$ cat config.mk
export PLATFORM = sky130hd
export DESIGN_NAME = dmem_arbiter_flat
export DESIGN_NICKNAME = d
export VERILOG_FILES = /design/src/rtl/dmem_pkg.sv /design/src/rtl/dmem_arbiter_if.sv /design/src/rtl/rd_tag_pipe.sv /design/src/rtl/dmem_arbiter.sv /design/src/flat_wrapper.sv
export SDC_FILE = /design/constraint.sdc
export NUM_CORES = 1
export LEC_CHECK = 0
export BUFFER_PORTS_ARGS = -buffer_cell sky130_fd_sc_hd__buf_4
export CORE_AREA = 3 3 120 122
export CTS_CLUSTER_SIZE = 25
export DETAILED_ROUTE_END_ITERATION = 7
export DIE_AREA = 0 0 123 125
export PLACE_DENSITY = 0.53
export SKIP_LAST_GASP = 1
export SLEW_MARGIN = 20
export SYNTH_ARGS = -nofsm -noshare
export SYNTH_HDL_FRONTEND = slang
export SYNTH_SLANG_ARGS = --single-unit
export TNS_END_PERCENT = 100
$ cat constraint.sdc
create_clock -name clk -period 1.8 [get_ports clk]
set_clock_uncertainty 0.2 [all_clocks]
set_input_delay 0.18 -clock clk [delete_from_list [all_inputs] [get_ports clk]]
set_output_delay 0.18 -clock clk [all_outputs]
set_load 0.03 [all_outputs]
$ cat src/rtl/dmem_pkg.sv
// ---------------------------------------------------------------------------
// dmem_pkg
// Shared types and constants for the data-memory arbiter slice.
//   MASTER_ID_W  : width of a requester id (two requesters -> 1 bit)
//   DMEM_DATA_W  : default data width of the data memory
//   DMEM_BE_W    : byte-enable width that goes with DMEM_DATA_W
//   master_id_t  : names the two requesters
//   rd_tag_t     : {valid, id} marker carried alongside an outstanding read
// ---------------------------------------------------------------------------
package dmem_pkg;

  localparam int MASTER_ID_W = 1;
  localparam int DMEM_DATA_W = 32;
  localparam int DMEM_BE_W   = DMEM_DATA_W / 8;

  typedef enum logic [MASTER_ID_W-1:0] {
    MASTER_0 = 1'b0,
    MASTER_1 = 1'b1
  } master_id_t;

  typedef struct packed {
    logic       valid;
    master_id_t id;
  } rd_tag_t;

  localparam rd_tag_t RD_TAG_IDLE = '{valid: 1'b0, id: MASTER_0};

  // The requester that did not win last time; this is the round-robin choice.
  function automatic master_id_t other_master(master_id_t id);
    return (id == MASTER_0) ? MASTER_1 : MASTER_0;
  endfunction

endpackage

$ cat src/rtl/dmem_arbiter_if.sv
// ---------------------------------------------------------------------------
// dmem_arbiter_if
// Request/grant/read-return bundle between one requester and the arbiter.
//   req    : request, held by the requester until granted
//   we     : byte write enables, all-zero means read
//   addr   : byte address
//   wdata  : write data
//   gnt    : request accepted this cycle (combinational)
//   rvalid : read data valid
//   rdata  : read data
// Modports: master = requester side, slave = arbiter side.
// ---------------------------------------------------------------------------
interface dmem_arbiter_if
  import dmem_pkg::*;
#(
  parameter int ADDR_W = 32,
  parameter int DATA_W = DMEM_DATA_W
);

  logic                  req;
  logic [DATA_W/8-1:0]   we;
  logic [ADDR_W-1:0]     addr;
  logic [DATA_W-1:0]     wdata;
  logic                  gnt;
  logic                  rvalid;
  logic [DATA_W-1:0]     rdata;

  modport master (
    output req, we, addr, wdata,
    input  gnt, rvalid, rdata
  );

  modport slave (
    input  req, we, addr, wdata,
    output gnt, rvalid, rdata
  );

endinterface

$ cat src/rtl/rd_tag_pipe.sv
// ---------------------------------------------------------------------------
// rd_tag_pipe
// DEPTH-stage shift register of read tags that mirrors the memory read
// latency. It advances every cycle; an asynchronous clear drops every
// in-flight tag.
//   clk     : clock
//   rstn    : asynchronous active-low clear
//   tag_in  : tag entering this cycle (valid=0 for writes and idle cycles)
//   tag_out : tag leaving the pipe, aligned with the memory read data
// ---------------------------------------------------------------------------
module rd_tag_pipe
  import dmem_pkg::*;
#(
  parameter int DEPTH = 1
) (
  input  logic    clk,
  input  logic    rstn,
  input  rd_tag_t tag_in,
  output rd_tag_t tag_out
);

  rd_tag_t stage [DEPTH];

  always_ff @(posedge clk or negedge rstn) begin
    if (!rstn) begin
      for (int i = 0; i < DEPTH; i++) begin
        stage[i] <= RD_TAG_IDLE;
      end
    end else begin
      stage[0] <= tag_in;
      for (int i = 1; i < DEPTH; i++) begin
        stage[i] <= stage[i-1];
      end
    end
  end

  assign tag_out = stage[DEPTH-1];

endmodule

$ cat src/rtl/dmem_arbiter.sv
// ---------------------------------------------------------------------------
// dmem_arbiter
// Shares the single-port data memory between master 0 (load/store unit) and
// master 1 (DMA/debug loader). At most one access is granted per cycle;
// reads are tagged with their issuer and the returning word is steered back
// RD_LATENCY cycles after the grant edge.
//   clk, rstn  : clock, asynchronous active-low reset
//   m0, m1     : requester ports (dmem_arbiter_if.slave)
//   en_mem     : memory enable
//   w_en_mem   : memory byte write enables
//   addr_mem   : memory byte address
//   w_data_mem : memory write data
//   r_data_mem : memory read data (passed straight through to rdata)
// ---------------------------------------------------------------------------
module dmem_arbiter
  import dmem_pkg::*;
#(
  parameter int ADDR_W     = 32,
  parameter int DATA_W     = 32,
  parameter int RD_LATENCY = 1,
  parameter int FIXED_PRIO = 0
) (
  input  logic                clk,
  input  logic                rstn,
  dmem_arbiter_if.slave       m0,
  dmem_arbiter_if.slave       m1,
  output logic                en_mem,
  output logic [DATA_W/8-1:0] w_en_mem,
  output logic [ADDR_W-1:0]   addr_mem,
  output logic [DATA_W-1:0]   w_data_mem,
  input  logic [DATA_W-1:0]   r_data_mem
);

  master_id_t last_gnt;
  logic       sel_m1;
  rd_tag_t    push_tag;
  rd_tag_t    tail_tag;

  // On a tie the fixed-priority build always favours master 0; round-robin
  // hands the port to whoever did not win the previous grant.
  always_comb begin
    sel_m1 = m1.req;
    if (m0.req && m1.req) begin
      sel_m1 = (FIXED_PRIO != 0) ? 1'b0 : (other_master(last_gnt) == MASTER_1);
    end
  end

  // Grants are suppressed while reset is asserted so nothing reaches memory.
  assign m0.gnt = rstn & m0.req & ~sel_m1;
  assign m1.gnt = rstn & m1.req &  sel_m1;

  // With no grant the address/data lines simply follow master 0; only the
  // enables matter then.
  always_comb begin
    en_mem     = m0.gnt | m1.gnt;
    w_en_mem   = '0;
    addr_mem   = m0.addr;
    w_data_mem = m0.wdata;
    push_tag   = RD_TAG_IDLE;
    if (m1.gnt) begin
      w_en_mem   = m1.we;
      addr_mem   = m1.addr;
      w_data_mem = m1.wdata;
      push_tag   = '{valid: (m1.we == '0), id: MASTER_1};
    end else if (m0.gnt) begin
      w_en_mem   = m0.we;
      push_tag   = '{valid: (m0.we == '0), id: MASTER_0};
    end
  end

  // Reset to master 1 so master 0 takes the first tie after reset.
  always_ff @(posedge clk or negedge rstn) begin
    if (!rstn) begin
      last_gnt <= MASTER_1;
    end else if (m1.gnt) begin
      last_gnt <= MASTER_1;
    end else if (m0.gnt) begin
      last_gnt <= MASTER_0;
    end
  end

  rd_tag_pipe #(
    .DEPTH (RD_LATENCY)
  ) u_rd_tag_pipe (
    .clk     (clk),
    .rstn    (rstn),
    .tag_in  (push_tag),
    .tag_out (tail_tag)
  );

  assign m0.rvalid = tail_tag.valid && (tail_tag.id == MASTER_0);
  assign m1.rvalid = tail_tag.valid && (tail_tag.id == MASTER_1);
  assign m0.rdata  = r_data_mem;
  assign m1.rdata  = r_data_mem;

endmodule

$ cat src/flat_wrapper.sv
// flat-port wrapper written by rule: the top's interface ports become plain ports
module dmem_arbiter_flat import dmem_pkg::*;
#(
  parameter int ADDR_W     = 32,
  parameter int DATA_W     = 32,
  parameter int RD_LATENCY = 1,
  parameter int FIXED_PRIO = 0
)
  (clk, rstn, en_mem, w_en_mem, addr_mem, w_data_mem, r_data_mem, m0_req, m0_we, m0_addr, m0_wdata, m0_gnt, m0_rvalid, m0_rdata, m1_req, m1_we, m1_addr, m1_wdata, m1_gnt, m1_rvalid, m1_rdata);
  dmem_arbiter_if #(.ADDR_W(ADDR_W), .DATA_W(DATA_W)) m0_i ();
  dmem_arbiter_if #(.ADDR_W(ADDR_W), .DATA_W(DATA_W)) m1_i ();
  input  logic clk;
  input  logic rstn;
  output logic en_mem;
  output logic [DATA_W/8-1:0] w_en_mem;
  output logic [ADDR_W-1:0] addr_mem;
  output logic [DATA_W-1:0] w_data_mem;
  input  logic [DATA_W-1:0] r_data_mem;
  input wire logic [$bits(m0_i.req)-1:0] m0_req;
  input wire logic [$bits(m0_i.we)-1:0] m0_we;
  input wire logic [$bits(m0_i.addr)-1:0] m0_addr;
  input wire logic [$bits(m0_i.wdata)-1:0] m0_wdata;
  output wire logic [$bits(m0_i.gnt)-1:0] m0_gnt;
  output wire logic [$bits(m0_i.rvalid)-1:0] m0_rvalid;
  output wire logic [$bits(m0_i.rdata)-1:0] m0_rdata;
  input wire logic [$bits(m1_i.req)-1:0] m1_req;
  input wire logic [$bits(m1_i.we)-1:0] m1_we;
  input wire logic [$bits(m1_i.addr)-1:0] m1_addr;
  input wire logic [$bits(m1_i.wdata)-1:0] m1_wdata;
  output wire logic [$bits(m1_i.gnt)-1:0] m1_gnt;
  output wire logic [$bits(m1_i.rvalid)-1:0] m1_rvalid;
  output wire logic [$bits(m1_i.rdata)-1:0] m1_rdata;
  assign m0_i.req = m0_req;
  assign m0_i.we = m0_we;
  assign m0_i.addr = m0_addr;
  assign m0_i.wdata = m0_wdata;
  assign m0_gnt = m0_i.gnt;
  assign m0_rvalid = m0_i.rvalid;
  assign m0_rdata = m0_i.rdata;
  assign m1_i.req = m1_req;
  assign m1_i.we = m1_we;
  assign m1_i.addr = m1_addr;
  assign m1_i.wdata = m1_wdata;
  assign m1_gnt = m1_i.gnt;
  assign m1_rvalid = m1_i.rvalid;
  assign m1_rdata = m1_i.rdata;
  dmem_arbiter #(.ADDR_W(ADDR_W), .DATA_W(DATA_W), .RD_LATENCY(RD_LATENCY), .FIXED_PRIO(FIXED_PRIO)) u_core (.clk(clk), .rstn(rstn), .m0(m0_i), .m1(m1_i), .en_mem(en_mem), .w_en_mem(w_en_mem), .addr_mem(addr_mem), .w_data_mem(w_data_mem), .r_data_mem(r_data_mem));
endmodule
Word-level counts from Yosys, hierarchy flattened
Cells that the tools add are included.

cells by class
  muxes and demuxes = 10
  bitwise operators = 7
  reductions and logical operators = 6

operators by type and width
  kind                count
  2-to-1 mux 32 bit   2
  zero test 4 bit     2
  2-to-1 mux 4 bit    2
  AND 1 bit           4
  2-to-1 mux 1 bit    4
  2-to-1 mux 2 bit    2
  logical AND 1 bit   3
  inverter 1 bit      2
  nonzero test 2 bit  1
  OR 1 bit            1

storage, ports and cells
  flip-flop bits (word level) = 3
  input bits = 172
  word-level logic and storage cells = 26

Logic depth before layout (Yosys ltp)
  depth in word-level cells = 6
  mapped depth = 5
  depth with buffers taken out = 4

Cells and area by module
A second synthesis with hierarchy kept.

second synthesis, totals
  cells, all modules = 157
  area, all modules = 1606.5 sq um

modules (own cells, without submodules)
  module        times used  cells each  area each (sq um)  sequential area each (sq um)
  dmem_arbiter  1           155         1556.5             26.3
  rd_tag_pipe   1           2           50.0               50.0

Least setup slack after synthesis
No wires, ideal clock.

  path kind = reg2out
  start point = reg u_core.last_gnt
  end point = out w_en_mem[0]
  data arrival time = 1612 ps
  data required time = 1420 ps
  path slack = -192 ps
  stages on the path, launching flop included = 4
  buffers on the path = 0
  cells stage by stage = dfstp_2 inv_1 a21oi_1 a22o_1

between the ends
  word-level cells in the longest chain between the ends = 6
  elaborated cells between the ends (all ways) = 7

RTL lines
  what                      line                text
  start: declaration        dmem_arbiter.sv:34  master_id_t last_gnt;
  start signal: assignment  dmem_arbiter.sv:74  last_gnt <= MASTER_1;
  start signal: assignment  dmem_arbiter.sv:76  last_gnt <= MASTER_1;
  start signal: assignment  dmem_arbiter.sv:78  last_gnt <= MASTER_0;
  2-to-1 mux 1 bit          dmem_pkg.sv:30      return (id == MASTER_0) ? MASTER_1 : MASTER_0;
  2-to-1 mux 1 bit          dmem_arbiter.sv:43  if (m0.req && m1.req) begin
  inverter 1 bit            dmem_arbiter.sv:49  assign m0.gnt = rstn & m0.req & ~sel_m1;
  AND 1 bit                 dmem_arbiter.sv:49
  via m0_gnt                flat_wrapper.sv:23  output wire logic [$bits(m0_i.gnt)-1:0] m0_gnt;
  2-to-1 mux 4 bit          dmem_arbiter.sv:65  end else if (m0.gnt) begin
  2-to-1 mux 4 bit          dmem_arbiter.sv:60  if (m1.gnt) begin
  end: declaration          flat_wrapper.sv:15  output logic [DATA_W/8-1:0] w_en_mem;

The timed path passes the listed nets, and every way through them passes these cells.

Final worst setup path
  start point = reg u_core.last_gnt
  end point = out addr_mem[22]

between the ends
  word-level cells in the longest chain between the ends = 4

RTL lines
  what               line                text
  2-to-1 mux 1 bit   dmem_pkg.sv:30
  2-to-1 mux 1 bit   dmem_arbiter.sv:43
  AND 1 bit          dmem_arbiter.sv:50  assign m1.gnt = rstn & m1.req & sel_m1;
  2-to-1 mux 32 bit  dmem_arbiter.sv:60
  end: declaration   flat_wrapper.sv:16  output logic [ADDR_W-1:0] addr_mem;

No other way between the ends.

==> results.tsv <==
stage	metric	value	unit
status	status	finished, violations left	
status	violations	setup timing	
finish	areaGrowthSynthToFinish	130	%
setup_path	worst_path_largest_cell_delay	520	ps
yosys	ys_seq_area_share	4.74	%
route	drc_errors	0	
setup_path	crit_top_cell	buf_12	
route	viasPerCell	3.55	
floorplanning	fp.dieH	125	µm
min_path	worstHoldPathType	in -> reg	
finish	diodes	0	
yosys	yosys_warnings	0	
power_and_ir_drop	powerDensity	461	nW/µm²
floorplanning	io_pins	309	
place	dpl.hpwl	5.45	mm
yosys	netlist.area_leader.share	36.4	%
floorplanning	core_area	13300	µm²
place	placed_area	2970	µm²
cts	h-tree-depth	1	
route	drt_iter0_drc	6	
setup_path	r2r_cells	5	
finish	nNetsFinal	497	
yosys	synth.most_common_cell	buf_4	
cts	cts-root-buf	clkbuf_16	
route	drt_wl_total	7.00	mm
setup_path	r2r_slack	430	ps
sta	finalSetupViolCount	69	
sta	rsz0062_at_grt	true	
route	post_drt_wl_per_cell	14.0	µm
global_routing	grt_max_degree	9	
route	ant_nets	0	
cts	cts_sinks	3	
sta	fin_crit	2090	ps
setup_path	cp-start-kind	flip-flop	
sta	post-route-period-util	116	%
setup_path	path_delay_family	flip-flops	
setup_path	crit_chain	nand2_2, nand3_4, buf_4, buf_12, buf_12, mux2_4, buf_6	
setup_path	endpoint	addr_mem[22]	
place	place_congestion	0.684	
setup_path	crit_required	1420	ps
power_and_ir_drop	peakVddDrop	0.000200	V
route	vias	1774	
floorplanning	start_util	12.1	%
setup_path	path_buf_inv	4	
route	dr.pass1.iters	2	
sta	layout_setup_ws	-291	ps
setup_path	critPathKind	reg -> out	
finish	final_layout_size_suffix_gt1_share	93.5	%
setup_path	r2r_end	u_core.u_rd_tag_pipe.tag_out[1]	
sta	tightest_slew	234	ps
floorplanning	die-area	15400	µm²
yosys	syn_nets	329	
sta	slew_viol_final	0	
yosys	synth_seq_cells	3	
yosys	syn_avg_cell_area	10.3	µm²
yosys	async_flop_share	100	%
cts	clock_latency	220	ps
yosys	synth_top_area_cell	mux2_4	
sta	fmax	478	MHz
setup_path	cp.depth	7	
global_routing	grt_pass1_wl	9.40	mm
yosys	syn_inst	157	
yosys	synth_commonest_cells	buf_4, mux2_4, mux2_2	
cts	cts_buffers	3	
cts	clock_path_buffers	2	
yosys	synth.cell_area	1610	µm²
global_routing	antenna_found_initial	0	
power_and_ir_drop	p_leak	2.01	nW
job	maxCapViolCount	0	
floorplanning	die_w	123	µm
cts	cts_tree	done	
setup_path	crit_fanout	7	
setup_path	arrival	1710	ps
finish	final_cell_area	3700	µm²
sta	relSlewSlack	84.4	%
cts	clkTransAtPathRegs	30	ps
sta	fin_hold_ws	45.6	ps
global_routing	grt_pass1_vias	1907	
setup_path	cp_slowest_cell	dfstp_2	
setup_path	rr_startpoint	u_core.last_gnt	
sta	hold_viol	0	
yosys	synth_area_leaders	mux2_4, buf_4, mux2_2	
setup_path	cp-startpoint	u_core.last_gnt	
global_routing	grt-ovfl-total	0	
global_routing	grt.total_usage	7.69	%
place	io_buffers	212	
setup_path	worstSetupEndpointType	output port	
yosys	synth_edf_count	0	
yosys	ys_types	19	
floorplanning	rows	42	
yosys	ys_dominant_reg_cell	dfrtp_1	
==> tightest hold or removal path: stages <==
cell and delay (ps):
buf_4 80, or4_1 90, o21ai_0 70
==> worst min path at each step <==
stage | from | end | slack [ps] | cells past startpoint
after floorplan | rstn | u_core.u_rd_tag_pipe.tag_out[0] | -320 | 0
after global placement | rstn | u_core.u_rd_tag_pipe.tag_out[1] | -200 | 1
after detailed placement | rstn | u_core.u_rd_tag_pipe.tag_out[0] | -200 | 1
after CTS | m1_we[3] | u_core.u_rd_tag_pipe.tag_out[1] | 50 | 3
after global routing | m1_we[1] | u_core.u_rd_tag_pipe.tag_out[1] | 60 | 3
final | m1_we[3] | u_core.u_rd_tag_pipe.tag_out[1] | 50 | 3
==> logic make-up (layout without fill, tap and decap cells) <==
kind of cell / count (synthesis) / count (layout) / synth area share, %
buffers and inverters: 73 / 240 / 34.4
multiplexers: 64 / 64 / 53.8
AO/OA/AOI/OAI: 10 / 10 / 4.51
AND/OR/NAND/NOR: 7 / 7 / 2.49
flip-flops: 3 / 3 / 4.74
==> power breakdown <==
group          switching [mW]  total (mW)  internal (mW)  leakage, nW
Clock                  0.0613       0.354          0.292       0.0382
Sequential            0.00338      0.0808         0.0775       0.0376
Combinational           0.539        1.27          0.732         1.93
Total                   0.604        1.71           1.10         2.01
==> routing by layer <==
metal	global-route usage (%)	wire (µm)	vias up
met1	5.99	1860	777
met3	2.85	1140	14
met2	16.6	3890	163
met4	2.28	110	0
li1	-	-	820
met5	0	0	-
==> layout by cell type (no fill, tap or decap) <==
cell type,instances
buf_4,145
buf_6,71
mux2_4,64
buf_12,7
buf_8,5
a22o_1,4
clkbuf_16,3
buf_16,3
dlygate4sd3_1,3
or4_1,2
dfrtp_1,2
nand2_2,1
nand3_4,1
inv_8,1
inv_1,1
nand2_1,1
a21oi_2,1
o21a_1,1
nor2b_1,1
and2_1,1
a211o_1,1
o21ai_0,1
a21oi_1,1
a31oi_1,1
clkbuf_1,1
dfstp_2,1
==> final cells by class <==
cell class	instances	area, µm²
fillers	1376	9600
clock buffers	4	78.8
multi-input cells	81	1090
well taps	176	220
inverters	2	15.0
flip-flops and latches	3	76.3
repair buffers	234	2220
==> repair_timing <==
item | CTS | global route
buffers inserted | 9 | 0
pin swaps | 3 | 3
hold endpoints to repair | 4 | 0
resized for setup | 102 | 14
gates cloned | 5 | 0
endpoints found under the setup margin | 69 | 69
hold buffers | 3 | 0
==> flip-flops by register name, summed over array words and instances, names as in the netlist <==
register / flops
u_core.last_gnt: 1
u_core.u_rd_tag_pipe.tag_out: 2
==> per-stage QoR <==
step	setup slack [ps]	setup TNS (ps)	power (mW)	utilization [%]	instances
CTS	-321	-18360	1.72	27.8	502
global route	-337	-17780	1.78	27.8	500
floorplan	20.9	0	0.912	-	157
global placement	-84.8	-3270	1.11	22.3	481
detailed placement	-115	-4290	1.12	22.3	481
finish	-291	-14980	1.71	27.8	500
Note: power is estimated with default switching activity, not from simulation.
